## src/rtl/cla_pipe_addsub.sv

```systemverilog
// -----------------------------------------------------------------------------
// cla_pipe_addsub
//   Pipelined carry-lookahead adder/subtractor. The operands are cut into
//   NSTG = WIDTH/GROUP groups. Stage k resolves group k with a GROUP-bit
//   lookahead block. The group carry-out is registered into stage k+1.
//   Operand bits that are not yet processed and result bits that are already
//   complete travel with the beat. The last stage writes straight into the
//   output registers, so a beat accepted at edge N is on the outputs after
//   edge N+NSTG-1. NSTG must be at least 2.
//
// Optional feature: define CLA_PIPE_SATURATE_EN to add the sat_mode input.
//   sat_mode is sampled with the operands. When it is set and the operation
//   overflows, the result clamps to the signed limit. carry_out, overflow,
//   isLessThan and isNotEqual still describe the raw wrapped result.
//
// Ports:
//   clock, reset_n     rising-edge clock, asynchronous active-low reset
//   flush              synchronous; kills every in-flight beat
//   in_valid/in_ready  operand handshake
//   data_operandA/B    operands; op_sub selects A+B (0) or A-B (1)
//   sat_mode           (CLA_PIPE_SATURATE_EN only) clamp on signed overflow
//   out_valid/out_ready result handshake
//   data_result        sum/difference (modulo 2^WIDTH unless clamped)
//   carry_out          carry out of bit WIDTH-1
//   overflow           signed overflow (carry into MSB ^ carry out of MSB)
//   isNotEqual         |raw result
//   isLessThan         raw result MSB ^ overflow
//
// Handshake: a beat transfers on a rising edge where valid && ready are both
//   high. Valid never depends on ready. in_ready is combinational:
//   in_ready = !out_valid || out_ready. The whole pipe shifts as one unit when
//   that term is high and holds when it is low. Cycles with in_valid low shift
//   a bubble in, and bubbles are not collapsed. flush clears every valid bit
//   and drops any offered beat. It takes priority over a stall.
// -----------------------------------------------------------------------------
module cla_pipe_addsub #(
  parameter int WIDTH = 32,
  parameter int GROUP = 8,
  parameter int NSTG  = WIDTH / GROUP
) (
  input  logic             clock,
  input  logic             reset_n,
  input  logic             flush,
  input  logic             in_valid,
  output logic             in_ready,
  input  logic [WIDTH-1:0] data_operandA,
  input  logic [WIDTH-1:0] data_operandB,
  input  logic             op_sub,
`ifdef CLA_PIPE_SATURATE_EN
  input  logic             sat_mode,
`endif
  output logic             out_valid,
  input  logic             out_ready,
  output logic [WIDTH-1:0] data_result,
  output logic             carry_out,
  output logic             overflow,
  output logic             isNotEqual,
  output logic             isLessThan
);

  logic advance;
  logic sat_in;

  assign advance  = !out_valid || out_ready;
  assign in_ready = advance;

`ifdef CLA_PIPE_SATURATE_EN
  assign sat_in = sat_mode;
`else
  assign sat_in = 1'b0;
`endif

  // Stage registers between stages (index k holds the beat after group k).
  logic [NSTG-2:0]  stg_v;
  logic [NSTG-2:0]  stg_c;
  logic [NSTG-2:0]  stg_s;
  logic [WIDTH-1:0] stg_a [NSTG-1];
  logic [WIDTH-1:0] stg_b [NSTG-1];
  logic [WIDTH-1:0] stg_r [NSTG-1];

  // Inputs seen by each stage's combinational group logic.
  logic [NSTG-1:0]  in_v;
  logic [NSTG-1:0]  in_c;
  logic [NSTG-1:0]  in_s;
  logic [WIDTH-1:0] in_a [NSTG];
  logic [WIDTH-1:0] in_b [NSTG];
  logic [WIDTH-1:0] in_r [NSTG];

  // Stage outputs.
  logic [WIDTH-1:0] nxt_r [NSTG];
  logic [NSTG-1:0]  nxt_c;
  logic             last_cmsb;

  assign in_v = {stg_v, in_valid};
  assign in_c = {stg_c, op_sub};     // subtract: carry-in of 1 completes ~B + 1
  assign in_s = {stg_s, sat_in};

  for (genvar k = 0; k < NSTG; k++) begin : g_stg
    logic [GROUP-1:0] ga, gb, gp, gg, gs;
    logic [GROUP:0]   carry;
    logic [WIDTH-1:0] r_out;
    logic             t, pp;

    if (k == 0) begin : g_first
      assign in_a[k] = data_operandA;
      assign in_b[k] = op_sub ? ~data_operandB : data_operandB;
      assign in_r[k] = '0;
    end else begin : g_next
      assign in_a[k] = stg_a[k-1];
      assign in_b[k] = stg_b[k-1];
      assign in_r[k] = stg_r[k-1];
    end

    assign ga = in_a[k][k*GROUP +: GROUP];
    assign gb = in_b[k][k*GROUP +: GROUP];
    assign gp = ga ^ gb;
    assign gg = ga & gb;

    // Each carry is built from its own generate/propagate prefix and the
    // group carry-in, so no carry waits on the carry below it.
    always_comb begin
      carry    = '0;
      t        = 1'b0;
      pp       = 1'b0;
      carry[0] = in_c[k];
      for (int i = 0; i < GROUP; i++) begin
        t  = gg[i];
        pp = gp[i];
        for (int j = i - 1; j >= 0; j--) begin
          t  = t | (pp & gg[j]);
          pp = pp & gp[j];
        end
        carry[i+1] = t | (pp & in_c[k]);
      end
    end

    assign gs = gp ^ carry[GROUP-1:0];

    always_comb begin
      r_out = in_r[k];
      r_out[k*GROUP +: GROUP] = gs;
    end

    assign nxt_r[k] = r_out;
    assign nxt_c[k] = carry[GROUP];

    if (k == NSTG - 1) begin : g_last
      assign last_cmsb = carry[GROUP-1];
    end
  end

  // Final-stage result and flags, computed from the beat being registered.
  logic [WIDTH-1:0] raw_res;
  logic [WIDTH-1:0] fin_res;
  logic             raw_cout;
  logic             raw_ovf;

  assign raw_res  = nxt_r[NSTG-1];
  assign raw_cout = nxt_c[NSTG-1];
  assign raw_ovf  = last_cmsb ^ raw_cout;

  // Overflow flips the sign, so a raw negative MSB means positive overflow.
  always_comb begin
    fin_res = raw_res;
    if (in_s[NSTG-1] && raw_ovf) begin
      fin_res = raw_res[WIDTH-1] ? {1'b0, {(WIDTH-1){1'b1}}}
                                 : {1'b1, {(WIDTH-1){1'b0}}};
    end
  end

  // Valid bits: reset and flush clear them, otherwise they shift on advance.
  always_ff @(posedge clock or negedge reset_n) begin
    if (!reset_n) begin
      stg_v     <= '0;
      out_valid <= 1'b0;
    end else if (flush) begin
      stg_v     <= '0;
      out_valid <= 1'b0;
    end else if (advance) begin
      stg_v     <= in_v[NSTG-2:0];
      out_valid <= in_v[NSTG-1];
    end
  end

  // Output registers are written only when the pipe advances.
  always_ff @(posedge clock or negedge reset_n) begin
    if (!reset_n) begin
      data_result <= '0;
      carry_out   <= 1'b0;
      overflow    <= 1'b0;
      isNotEqual  <= 1'b0;
      isLessThan  <= 1'b0;
    end else if (advance) begin
      data_result <= fin_res;
      carry_out   <= raw_cout;
      overflow    <= raw_ovf;
      isNotEqual  <= |raw_res;
      isLessThan  <= raw_res[WIDTH-1] ^ raw_ovf;
    end
  end

  // Datapath stage registers carry no reset. Their valid bits qualify them.
  always_ff @(posedge clock) begin
    if (advance) begin
      for (int k = 0; k < NSTG - 1; k++) begin
        stg_a[k] <= in_a[k];
        stg_b[k] <= in_b[k];
        stg_r[k] <= nxt_r[k];
        stg_c[k] <= nxt_c[k];
        stg_s[k] <= in_s[k];
      end
    end
  end

endmodule
```

## config.mk

```make
export PLATFORM = sky130hd
export DESIGN_NAME = cla_pipe_addsub
export DESIGN_NICKNAME = d
export VERILOG_FILES = /design/src/rtl/cla_pipe_addsub.sv
export SDC_FILE = /design/constraint.sdc
export NUM_CORES = 1
export LEC_CHECK = 0
export CAP_MARGIN = 15
export CORE_ASPECT_RATIO = 1.2
export CORE_MARGIN = 4
export CORE_UTILIZATION = 45
export DETAILED_ROUTE_END_ITERATION = 10
export GPL_TIMING_DRIVEN = 0
export PLACE_DENSITY = 0.65
export SYNTH_ARGS = -nofsm -noshare
export SYNTH_HDL_FRONTEND = slang
export SYNTH_SLANG_ARGS = --single-unit
```

## constraint.sdc

```tcl
create_clock -name clock -period 9.31 [get_ports clock]
set_clock_uncertainty 0.15 [all_clocks]
set_input_delay 1.862 -clock clock [delete_from_list [all_inputs] [get_ports clock]]
set_output_delay 1.862 -clock clock [all_outputs]
set_load 0.02 [all_outputs]
```

==> flow_summary.yaml, run 1 <==
power_and_ir_drop:
  cellPowerDensity_nw_per_um2: 239
  power.switching_uw: 562
  internal-power_uw: 1700
  swShare_pct: 24.9
  max-vdd-ir-drop_uv: 135
  p_comb_share_pct: 18.3
  p_seq_share_pct: 51.7
  clkPwrFrac_pct: 30.0
  power.leakage_uw: 0.00383
synth:
  syn_area_sq_um: 7460
  synth_cells: 500
  synth_edf_count: 147
  ys_seq_area_share_pct: 72.6
  yosysWarnings: 0
  yosys.area.top_type: "edfxtp_1"
  synth_area_leaders: "edfxtp_1 (59%), dfrtp_1 (13%), ha_1 (5.5%)"
  synthArstFlopShare_pct: 21.4
  syn_area_per_cell_sq_um: 14.9
  ys_ff_latch: 187
  synth-main-ff-cell: "edfxtp_1"
  synth_cell_types: 42
  synth_most_common_cell: "edfxtp_1"
  synth_top_cell_area_share_pct: 59.1
  synth_nets: 606
  synthTopCellsByCount: "edfxtp_1 (147), nand2_1 (89), dfrtp_1 (40), xor2_1 (40), ha_1 (33)"
global_route:
  grt_max_degree: 41
  grt_pass1_wl_um: 19700
  antenna_found_initial: 0
  use_met2_pct: 22.6
  first_global_vias: 4186
  use_met3_pct: 3.90
  grt.total_usage_pct: 13.4
  gr-max-usage-layer: "met2"
  grt_overflow: 0
  use_met1_pct: 16.7
sta:
  slew_violations: 0
  fmax_mhz: 162
  slew_headroom_pct: 41.5
  grt_setup_unrepaired: "false"
  timing.final.crit_period_ps: 6180
  period_share_pct: 66.4
  hold_viol: 0
  hold_ws_ps: 263
  worstMarginPinSlew_ps: 878
  finalSetupViolations: 0
cts:
  clockBufferDepth: 2
  clk_pin_slew_ps: 70
  ctsHoldBuffers: 0
  root_buffer: "clkbuf_16"
  post-cts-setup-buffers: 0
  cts_tree: "yes"
  cts_resized: 0
  insertion_delay_ps: 410
  cts_sinks: 187
  htreeDepth: 4
  cts_buffers: 17
min_path:
  worstHoldStart: "stg_b[0][62]"
  hold_path.class: "flop to flop"
die:
  start_util_pct: 45.9
  dieArea_sq_um: 18700
  core_sq_um: 16300
  num_rows: 51
  die_y_um: 149
  io_pins: 108
  die_w_um: 126
setup_path:
  critPathMaxStageDelay_ps: 740
  cp_data_arrival_time_ps: 4170
  critPathKind: "primary input to output port"
  critPathSlowestCell: "clkdlybuf4s50_1"
  crit_start: "out_ready"
  endpoint_kind: "output port"
  cpMostUsedCell: "clkdlybuf4s50_1"
  cp-start-kind: "primary input"
  worstPathRequired_ps: 7300
  crit_path_max_fanout: 35
  r2r_slack_ps: 6540
  crit_chain: "clkdlybuf4s50_1 -> nor2b_1 -> clkbuf_1 -> inv_2 -> buf_2 -> clkdlybuf4s50_1"
  r2r-start: "out_valid"
placed_design:
  placed_area_sq_um: 8870
  dp_cells: 822
  portBuffers: 106
  hpwl_um: 8840
  gp_congestion: 0.778
detailed_routing:
  vias: 4034
  postRouteAntennaNets: 0
  drt-initial-drc-count: 232
  drc: 0
  dr.pass1.iters: 4
  drt-vias-per-instance: 4.72
  wl_per_cell_um: 13.7
  wl_um: 11700
finish:
  final_cells: 854
  num-nets-final: 735
  drive_gt1_share_pct: 7.01
  diodes: 0
  fillCellCount: 1315
  area_delta_synth_final_pct: 26.4
  final_area_sq_um: 9440
status:
  status: "finished clean"
job:
  max-cap-violations: 0
[cells in the final DEF (no fill, tap or decap), drive strengths merged, types with 3 or more instances in the layout]
cell and count:
xor2 40, o21ai 11, ha 33, clkdlybuf4s50 105, nor2 12, a21oi 25
buf 11, o21bai 4, a31oi 5, xnor2 19, nor4 5, clkinv 6
inv 25, a21o 9, clkbuf 27, fa 3, dfrtp 40, nand2 89
edfxtp 147
[power groups by stage]
stage	sequential, uW	combinational (uW)	clock (uW)
after floorplan	1230	171	0
after global placement	1180	410	0
after detailed placement	1190	419	0
after CTS	1170	420	697
after global routing	1190	452	739
final	1170	414	679
[cells by family after synthesis]
| kind of cell | synth area share [%] |
|---|---|
| buffers and inverters | 1.96 |
| xor gates and xnor gates | 6.92 |
| muxes | 0.134 |
| AOI/OAI and AO/OA | 5.40 |
| adders and majority gates | 6.34 |
| DFF | 72.6 |
| and+or+nand+nor | 6.69 |
[through the flow]
stage               setup WS, ps  TNS [ps]  total power, uW  utilization [%]
finish                      3130         0             2260             58.0
global route                2920         0             2380             58.0
CTS                         3100         0             2290             58.0
detailed placement          3100         0             1610             54.5
global placement           -2340     -2340             1590             54.0
floorplan                    785         0             1400                -
[routing by layer]
metal | share of wire [%] | up-vias
met4 | 0.92 | 0
met1 | 43 | 1886
li1 | - | 2038
met5 | 0 | -
met3 | 5.1 | 7
met2 | 51 | 103
[registers in the layout, indices dropped and copies added, names as in the netlist]
signal and cells:
carry_out 1, data_result 32, isLessThan 1, isNotEqual 1
out_valid 1, overflow 1, stg_a 48, stg_b 48
stg_c 3, stg_r 48, stg_v 3
[final cells by class]
class | count | area, sq um | share of cell area [%]
buffer | 12 | 57.6 | 0.610
timing repair buffer | 110 | 1140 | 12.0
clock buffer | 21 | 450 | 4.77
inverter | 24 | 90.1 | 0.955
tap | 212 | 265 | 2.81
multi-input combinational | 277 | 1900 | 20.2
clock inverter | 11 | 120 | 1.27
sequential | 187 | 5420 | 57.4
[path summary, 6_finish.rpt]
path	to	depth (start not counted)
max	in_ready	6
min	stg_b[0][94]	0
max reg2reg	stg_a[0][49]	7
min reg2reg	stg_b[0][94]	0
max in group asynchronous	data_result[25]	1
min in group asynchronous	data_result[10]	1
[critical path, delay by kind of cell]
| family | cells | cell delay (ps) |
|---|---|---|
| buffers and inverters | 5 | 2250 |
| and+or+nand+nor | 1 | 40 |
No activity file was read; power rests on OpenSTA's default activity.
==> run 2: changes to the inputs <==
==> constraint.sdc (replaced) <==
create_clock -name clock -period 6.3 [get_ports clock]
set_clock_uncertainty 0.15 [all_clocks]
set_input_delay 1.26 -clock clock [delete_from_list [all_inputs] [get_ports clock]]
set_output_delay 1.26 -clock clock [all_outputs]
set_load 0.02 [all_outputs]
==> flow_summary.yaml, run 2 (synthesis gave the netlist of run 1 again) <==
status:
  status: "finished clean"
detailed_routing:
  vias: 4009
  dr.pass1.iters: 4
  wl_um: 11600
  drt-initial-drc-count: 191
  wl_per_cell_um: 13.6
  drc: 0
  postRouteAntennaNets: 0
  drt-vias-per-instance: 4.71
global_route:
  grt.total_usage_pct: 13.0
  grt_max_degree: 116
  grt_overflow: 0
  first_global_vias: 4140
  antenna_found_initial: 0
  grt_pass1_wl_um: 19300
sta:
  slew_violations: 0
  finalSetupViolations: 0
  fmax_mhz: 214
  finalWorstSetupSlack_ps: 1620
  slew_headroom_pct: 42.6
  grt_setup_unrepaired: "false"
  period_share_pct: 74.3
  worstMarginPinSlew_ps: 861
  timing.final.crit_period_ps: 4680
  finalSetupTns_ps: 0
  hold_viol: 0
die:
  io_pins: 108
  die_w_um: 126
  dieArea_sq_um: 18700
  core_sq_um: 16300
  die_y_um: 149
  num_rows: 51
  start_util_pct: 45.9
cts:
  cts_sinks: 187
  root_buffer: "clkbuf_16"
  htreeDepth: 4
  ctsHoldBuffers: 0
  clk_pin_slew_ps: 70
  post-cts-setup-buffers: 0
  clockBufferDepth: 2
  cts_resized: 0
  cts_buffers: 17
  insertion_delay_ps: 420
  cts_tree: "yes"
setup_path:
  crit_path_max_fanout: 43
  cp-start-kind: "primary input"
  critPathKind: "primary input to output port"
  endpoint_kind: "output port"
  cp_data_arrival_time_ps: 3270
  worstPathRequired_ps: 4890
finish:
  area_delta_synth_final_pct: 26.3
  reg.largest.list: "stg_a x48, stg_b x48, stg_r x48"
  fillCellCount: 1308
  final_core_util_pct: 57.9
  final_common_cell: "edfxtp_1"
  num-nets-final: 732
  final_cell_mix: "edfxtp_1 (147), clkdlybuf4s50_1 (105), nand2_1 (89)"
  drive_gt1_share_pct: 7.20
  final_area_sq_um: 9420
  diodes: 0
power_and_ir_drop:
  max-vdd-ir-drop_uv: 203
  p_total_uw: 3400
  power.leakage_uw: 0.00382
  cellPowerDensity_nw_per_um2: 361
placed_design:
  portBuffers: 106
  hpwl_um: 8400
  gp_congestion: 0.780
  placed_area_sq_um: 8820
  pre_cts_slack_ps: 1610
min_path:
  hold_path.class: "flop to flop"
job:
  max-cap-violations: 0
## run 2: layout make-up
| class | count | area [sq um] | share of cell area [%] |
|---|---|---|---|
| Buffer | 12 | 63.8 | 0.677 |
| Clock buffer | 17 | 425 | 4.51 |
| Clock inverter | 15 | 178 | 1.89 |
| Inverter | 24 | 90.1 | 0.956 |
| Multi-Input combinational cell | 277 | 1900 | 20.2 |
| Sequential cell | 187 | 5420 | 57.5 |
| Tap cell | 212 | 265 | 2.82 |
| Timing Repair Buffer | 107 | 1080 | 11.5 |
## run 2: worst max-delay path: stages
cell	delay [ps]
clkdlybuf4s50_1	460
nor2b_1	50
clkbuf_1	190
inv_2	220
buf_6	380
clkdlybuf4s50_1	690
## run 2: per-stage QoR
step,instances,hold slack [ps]
floorplan,500,250
finish,851,260
global placement,818,253
global route,851,274
detailed placement,819,255
CTS,851,263
## run 2: worst paths after layout
kind	start	endpoint	slack (ps)	cells after the start
max in group asynchronous	reset_n	data_result[26]	4660	1
max reg2reg	stg_a[0][88]	isNotEqual	3900	7
min in group asynchronous	reset_n	data_result[12]	800	1
min reg2reg	stg_b[0][29]	stg_b[0][61]	260	0
max	out_ready	in_ready	1620	6
min	stg_b[0][29]	stg_b[0][61]	260	0
## run 2: where the power goes
part / leakage, uW / switching [uW] / internal, uW
logic: 0.00150 / 309 / 303
clock network: 0.000293 / 468 / 601
registers: 0.00203 / 112 / 1610
## run 2: metal layers
layer / track usage (%) / share of wire, % / vias to the layer above
met5: 0 / 0 / -
met4: 5.26 / 1.7 / 0
met3: 2.90 / 4.0 / 16
met2: 21.6 / 50 / 98
met1: 16.6 / 44 / 1866
li1: - / - / 2029
